--- src/rtl/fc_layer_if.sv ---
// Bus between a fully-connected output neuron and its requester/memories:
// pass handshake, shared layer-2/weight read port, bias and result.
interface fc_layer_if;
    logic        start;
    logic        busy;
    logic        lrd;
    logic [10:0] laddr;
    logic [19:0] ldata;
    logic [19:0] wdata;
    logic [19:0] bias;
    logic [19:0] result;
    logic        done;

    modport master (
        output start, ldata, wdata, bias,
        input  busy, lrd, laddr, result, done
    );

    modport slave (
        input  start, ldata, wdata, bias,
        output busy, lrd, laddr, result, done
    );
endinterface

--- src/rtl/fc_layer.sv ---
// Single fully-connected neuron: streams N_IN layer-2/weight pairs, accumulates
// Q8.32 products, then adds bias, rounds, saturates to Q4.16 and optional ReLU.
module fc_layer #(
    parameter int N_IN    = 2048,
    parameter bit RELU_EN = 1'b0
) (
    input  logic       clk,
    input  logic       reset,
    fc_layer_if.slave  bus
);

    typedef enum logic [2:0] {
        IDLE  = 3'd0,
        FETCH = 3'd1,
        DRAIN = 3'd2,
        FINAL = 3'd3,
        OUT   = 3'd4
    } state_t;

    localparam logic [10:0] LAST_ADDR = 11'(N_IN - 1);

    state_t             state_q;
    logic               busy_q;
    logic               lrd_q;
    logic [10:0]        laddr_q;
    logic               rdv_q;
    logic               pv_q;
    logic signed [39:0] prod_q;
    logic signed [47:0] acc_q;
    logic [19:0]        result_q;
    logic               done_q;

    logic signed [39:0] ld_ext_d;
    logic signed [39:0] wd_ext_d;
    logic signed [39:0] prod_d;
    logic signed [47:0] acc_d;
    logic signed [48:0] sum_d;
    logic signed [32:0] shifted_d;
    logic [19:0]        result_d;

    // Product of the returned pair, running sum, and the rounded/saturated output value.
    always_comb begin
        ld_ext_d  = {{20{bus.ldata[19]}}, bus.ldata};
        wd_ext_d  = {{20{bus.wdata[19]}}, bus.wdata};
        prod_d    = ld_ext_d * wd_ext_d;
        acc_d     = acc_q + {{8{prod_q[39]}}, prod_q};
        sum_d     = {acc_q[47], acc_q}
                  + {{13{bus.bias[19]}}, bus.bias, 16'h0000}
                  + 49'sd32768;
        shifted_d = sum_d[48:16];
        if (!shifted_d[32] && (|shifted_d[31:19])) begin
            result_d = 20'h7FFFF;
        end else if (shifted_d[32] && !(&shifted_d[31:19])) begin
            result_d = 20'h80000;
        end else begin
            result_d = shifted_d[19:0];
        end
        if (RELU_EN && result_d[19]) begin
            result_d = 20'h00000;
        end else begin
            result_d = result_d;
        end
    end

    // Pass sequencer plus the read-data / product pipeline and accumulator.
    always_ff @(posedge clk or posedge reset) begin
        if (reset) begin
            state_q  <= IDLE;
            busy_q   <= 1'b0;
            lrd_q    <= 1'b0;
            laddr_q  <= 11'd0;
            rdv_q    <= 1'b0;
            pv_q     <= 1'b0;
            prod_q   <= 40'sd0;
            acc_q    <= 48'sd0;
            result_q <= 20'h00000;
            done_q   <= 1'b0;
        end else begin
            // Data returning on a cycle with no issued read is replaced by zero.
            rdv_q  <= lrd_q;
            pv_q   <= rdv_q;
            prod_q <= rdv_q ? prod_d : 40'sd0;
            done_q <= 1'b0;
            if (pv_q) begin
                acc_q <= acc_d;
            end else begin
                acc_q <= acc_q;
            end

            case (state_q)
                IDLE: begin
                    if (bus.start) begin
                        state_q <= FETCH;
                        busy_q  <= 1'b1;
                        lrd_q   <= 1'b1;
                        laddr_q <= 11'd0;
                        acc_q   <= 48'sd0;
                    end else begin
                        state_q <= IDLE;
                    end
                end
                FETCH: begin
                    if (laddr_q == LAST_ADDR) begin
                        state_q <= DRAIN;
                        lrd_q   <= 1'b0;
                        laddr_q <= 11'd0;
                    end else begin
                        laddr_q <= laddr_q + 11'd1;
                    end
                end
                DRAIN: begin
                    // Last product is folded in on the edge where rdv_q has already fallen.
                    if (!rdv_q) begin
                        state_q <= FINAL;
                    end else begin
                        state_q <= DRAIN;
                    end
                end
                FINAL: begin
                    result_q <= result_d;
                    done_q   <= 1'b1;
                    state_q  <= OUT;
                end
                OUT: begin
                    busy_q  <= 1'b0;
                    state_q <= IDLE;
                end
                default: begin
                    state_q <= IDLE;
                    busy_q  <= 1'b0;
                    lrd_q   <= 1'b0;
                    laddr_q <= 11'd0;
                end
            endcase
        end
    end

    assign bus.busy   = busy_q;
    assign bus.lrd    = lrd_q;
    assign bus.laddr  = laddr_q;
    assign bus.result = result_q;
    assign bus.done   = done_q;

endmodule

--- src/flat_wrapper.sv ---
// flat-port wrapper written by rule: the top's interface ports become plain ports
module fc_layer_flat 
#(
    parameter int N_IN    = 2048,
    parameter bit RELU_EN = 1'b0
)
  (clk, reset, bus_start, bus_ldata, bus_wdata, bus_bias, bus_busy, bus_lrd, bus_laddr, bus_result, bus_done);
  fc_layer_if bus_i ();
  input  logic clk;
  input  logic reset;
  input wire logic [$bits(bus_i.start)-1:0] bus_start;
  input wire logic [$bits(bus_i.ldata)-1:0] bus_ldata;
  input wire logic [$bits(bus_i.wdata)-1:0] bus_wdata;
  input wire logic [$bits(bus_i.bias)-1:0] bus_bias;
  output wire logic [$bits(bus_i.busy)-1:0] bus_busy;
  output wire logic [$bits(bus_i.lrd)-1:0] bus_lrd;
  output wire logic [$bits(bus_i.laddr)-1:0] bus_laddr;
  output wire logic [$bits(bus_i.result)-1:0] bus_result;
  output wire logic [$bits(bus_i.done)-1:0] bus_done;
  assign bus_i.start = bus_start;
  assign bus_i.ldata = bus_ldata;
  assign bus_i.wdata = bus_wdata;
  assign bus_i.bias = bus_bias;
  assign bus_busy = bus_i.busy;
  assign bus_lrd = bus_i.lrd;
  assign bus_laddr = bus_i.laddr;
  assign bus_result = bus_i.result;
  assign bus_done = bus_i.done;
  fc_layer #(.N_IN(N_IN), .RELU_EN(RELU_EN)) u_core (.clk(clk), .reset(reset), .bus(bus_i));
endmodule
--- config.mk ---
export PLATFORM = sky130hd
export DESIGN_NAME = fc_layer_flat
export DESIGN_NICKNAME = d
export VERILOG_FILES = /design/src/rtl/fc_layer_if.sv /design/src/rtl/fc_layer.sv /design/src/flat_wrapper.sv
export SDC_FILE = /design/constraint.sdc
export NUM_CORES = 2
export LEC_CHECK = 0
export ABC_AREA = 1
export BUFFER_PORTS_ARGS = -buffer_cell sky130_fd_sc_hd__buf_2
export CAP_MARGIN = 10
export CORE_MARGIN = 2
export CORE_UTILIZATION = 60
export DETAILED_ROUTE_END_ITERATION = 7
export GPL_TIMING_DRIVEN = 0
export PLACE_DENSITY = 0.75
export SYNTH_ARGS = -nofsm -noshare
export SYNTH_HDL_FRONTEND = slang
export SYNTH_SLANG_ARGS = --single-unit
export TNS_END_PERCENT = 20
--- constraint.sdc ---
create_clock -name clk -period 4.3 [get_ports clk]
set_input_delay 0.43 -clock clk [delete_from_list [all_inputs] [get_ports clk]]
set_output_delay 0.43 -clock clk [all_outputs]
set_load 0.02 [all_outputs]
==> flow_summary.rst <==
.. list-table::
   :header-rows: 1

   * - Metric
     - Value
   * - Vias in the first global route
     - 23946
   * - Worst slack on hold paths
     - 217 ps
   * - Floorplan die area
     - 45800 µm²
   * - Total of max-cap violations
     - 0
   * - Flop-to-flop setup slack
     - 1200 ps
   * - Unrepaired setup endpoints after global routing
     - true
   * - Post-synthesis instance area
     - 26500 µm²
   * - Placement Rows
     - 76
   * - HPWL after detailed placement
     - 62.7 mm
   * - Library cell contributing the largest single delay on the critical path
     - fa_1
   * - Critical Path End Type
     - flip-flop
   * - Root Buffer Master
     - clkbuf_16
   * - Maximum number of pins on one net before global-route repair
     - 91
   * - Total number of vias
     - 23269
   * - GP Congestion
     - 0.990
   * - Capture endpoint of the worst hold path
     - u_core.acc_q[28]
   * - Clock tree sinks
     - 127
   * - Fin. max-slew vios
     - 0
   * - Dominant cells by area after synthesis
     - fa_1 32%, inv_1 14%, nand2_1 12%, dfrtp_1 12%, ha_1 8.8%
   * - Kind of critical path
     - input pin to flip-flop
   * - Detailed-routing iteration count for the pre-antenna-repair pass
     - 6
   * - Register bit count reported by yosys
     - 127
   * - TritonCTS clock tree
     - done
   * - Global routing usage summed across all routing layers
     - 0.338
   * - Arrival @ worst endpoint
     - 6060 ps
   * - Final worst setup slack
     - -1450 ps
   * - Startpoint type of the worst setup path
     - input pin
   * - Final-report hold violation count
     - 0
   * - Die width
     - 214 µm
   * - Number of placed I/O pins
     - 97
   * - Achievable frequency
     - 174 MHz
   * - Dominant synthesized flop cell
     - dfrtp_1
   * - Synth Instances
     - 3653
   * - Sequential share of the synthesized area
     - 0.120
   * - Final min period
     - 5750 ps
   * - Crit path max fanout
     - 10
   * - Skew-Pair Late Insertion Delay
     - 450 ps
   * - Hold Path Stages
     - 2
   * - Ant. Diodes
     - 0
   * - Growth of design area from synthesis to finish
     - 16.0%
   * - Ys async rst share
     - 1.00
   * - Filler cell count
     - 3608
   * - Clk pin slew, worst setup/hold paths
     - 50 ps
   * - Initial antenna violation count
     - 0
   * - Average via count per standard cell
     - 5.32
   * - Initial Util
     - 0.611
   * - Post-Syn Area per Cell
     - 7.25 µm²
   * - Final global-route overflow total
     - 0
   * - Endpoint required time on the critical path
     - 4610 ps
   * - Post-route clock skew
     - 9.28 ps
   * - Status
     - finished with violations
   * - Cts bufs inserted
     - 17
   * - Total number of nets in the final design
     - 4452
   * - Total length of routed wires
     - 75.7 mm
   * - Count of cells along the worst register-to-register path
     - 17
   * - Delay of the slowest cell on the worst path
     - 570 ps
   * - Post-synth EDFFs
     - 0
   * - Remaining design rule violation count
     - 0
   * - Syn nets
     - 4325
   * - Number of library cell types mapped by synthesis
     - 51
   * - Synth top area share
     - 0.319
   * - Launch point of the worst reg-to-reg path
     - u_core.acc_q[0]
   * - H-tree depth
     - 4
   * - Number of setup violations in the final report
     - 34
   * - Cell seen most often among critical-path stages
     - fa_1
   * - Antenna Nets Post-Route
     - 0
   * - Detailed Route Iter0 Violations
     - 1801
   * - Hold_sp
     - bus_start
   * - Fraction of final layout cells with drive strength greater than 1
     - 0.143
   * - Library cell occupying the most area in the post-synthesis netlist
     - fa_1
   * - Core region area
     - 43400 µm²
   * - Share of the clock period used by the worst path
     - 1.34
   * - Setup TNS
     - -36000 ps
   * - Yosys warning count
     - 0
   * - Worst min path class
     - input pin to flip-flop
   * - Capturing point of the worst reg2reg path
     - u_core.acc_q[38]
   * - Wire length of the first global-routing pass
     - 122 mm
   * - Slew at the pin with the worst max-slew slack
     - 891 ps
   * - Worst slew slack as a fraction of its limit
     - 0.405
   * - Number of port buffers
     - 57
   * - CTS Buffer Depth
     - 2
   * - Failing checks
     - negative setup slack
   * - Chip Height
     - 214 µm
   * - Routed length per instance
     - 17.3 µm
## stage by stage
stage	instance area (µm²)	util	setup WS (ps)	cells
2_1_floorplan	27200	-	-1520	3653
3_3_place_gp	28200	0.650	-2370	4295
6_report	30700	0.708	-1450	4375
3_5_place_dp	28200	0.651	-2410	4296
4_1_cts	30300	0.698	-1410	4351
5_1_grt	30700	0.708	-1670	4375
## what timing repair did
action                                  4_1_cts  5_1_grt
cloned                                        0        0
setup buffers                                25       24
endpoints found under the setup margin       34       34
gates resized for setup                     275      106
hold buffers                                  1        0
pin swaps                                    96       60
endpoints found under the hold margin        37        0
## layout by cell type, fill, tap and decap left out, types with 16 or more instances in the layout
cell       count
ha_4          35
a21oi_1      148
nand2_4       22
nand4_1       21
xnor2_1       21
a21oi_4       17
clkbuf_8      36
o21ai_0       96
nor2_2        36
nand2_2       42
nor3_1        22
clkbuf_1      25
nand2_1      813
xor2_1        47
fa_2          21
buf_2         57
nor2_1       246
buf_4         47
nand3_1       86
o211ai_1      16
inv_2         50
inv_1        935
fa_1         401
dfrtp_1      127
a21oi_2       25
ha_1         150
clkbuf_16     30
## metal layers
metal  vias to the layer above  wire length, µm  share of wire  global-route usage
met5                         -                0              0                   0
met4                         0             4260          0.056               0.175
met3                       259             4670          0.062              0.0349
met2                       932            36100           0.48               0.581
met1                     11040            30600           0.40               0.425
li1                      11038                -              -                   -
## synthesized netlist by cell type (2+ instances only)
master,instances
a21oi_1,179
a31oi_1,13
o211ai_1,16
nor2_2,9
o221ai_1,4
nand3_2,2
o31ai_1,3
nand2_2,14
inv_1,978
a31o_2,5
and3_1,6
nor2_1,283
xnor2_1,22
fa_1,422
o21a_1,14
nand2_1,862
nor3_1,26
nor2_4,3
and2_1,11
buf_1,2
nor3_2,4
nor4_1,6
inv_2,14
o22ai_1,2
a21boi_0,4
or2_2,14
nand3_1,89
a21oi_2,10
a21o_1,7
ha_1,187
nand4_1,21
xor2_1,47
clkbuf_1,98
o21bai_1,5
dfrtp_1,127
o21ai_0,127
a211oi_1,2
nor3b_1,2
## worst max-delay path by stage
stage | startpoint | end | slack [ps] | cells after the start
2_1_floorplan | bus_wdata[4] | u_core.prod_q[33] | -1520 | 27
3_3_place_gp | bus_wdata[15] | u_core.prod_q[37] | -2370 | 21
3_5_place_dp | bus_wdata[10] | u_core.prod_q[37] | -2410 | 23
4_1_cts | bus_ldata[19] | u_core.prod_q[37] | -1410 | 22
5_1_grt | bus_wdata[10] | u_core.prod_q[33] | -1670 | 29
6_report | bus_wdata[10] | u_core.prod_q[33] | -1450 | 29
## cell type report
| class | instances | area, µm² | share of cell area |
|---|---|---|---|
| clock inverters | 6 | 155 | 0.00505 |
| multi-input cells | 2431 | 20500 | 0.667 |
| inverters | 993 | 3750 | 0.122 |
| plain buffers | 102 | 1180 | 0.0384 |
| clock buffers | 23 | 488 | 0.0159 |
| well taps | 585 | 732 | 0.0238 |
| flip-flops and latches | 127 | 3180 | 0.103 |
| repair buffers | 108 | 741 | 0.0241 |
## critical path: cells and delay by family
| family | cells | cell delay (ps) |
|---|---|---|
| xor+xnor | 1 | 120 |
| fa+ha+maj | 8 | 3940 |
| compound gates | 1 | 120 |
| simple gates | 10 | 740 |
| buf+inv | 9 | 710 |
## sequential cells by signal (all words and copies together) (netlist names)
| signal | cells |
|---|---|
| u_core.bus.lrd | 1 |
| u_core.state_q | 3 |
| u_core.prod_q | 40 |
| u_core.bus.laddr | 11 |
| u_core.pv_q | 1 |
| u_core.bus.busy | 1 |
| u_core.rdv_q | 1 |
| u_core.bus.done | 1 |
| u_core.acc_q | 48 |
| u_core.bus.result | 20 |
## cells by family after synthesis
| logic type | count (synthesis) | synth area share |
|---|---|---|
| xor+xnor | 69 | 0.0228 |
| buf+inv | 1095 | 0.156 |
| compound gates | 398 | 0.0853 |
| simple gates | 1355 | 0.208 |
| fa+ha+maj | 609 | 0.407 |
| flops | 127 | 0.120 |
Power is left out: the tool's default activity adds up to more than one toggle a clock period on the data nets, which glitch-free logic cannot reach.
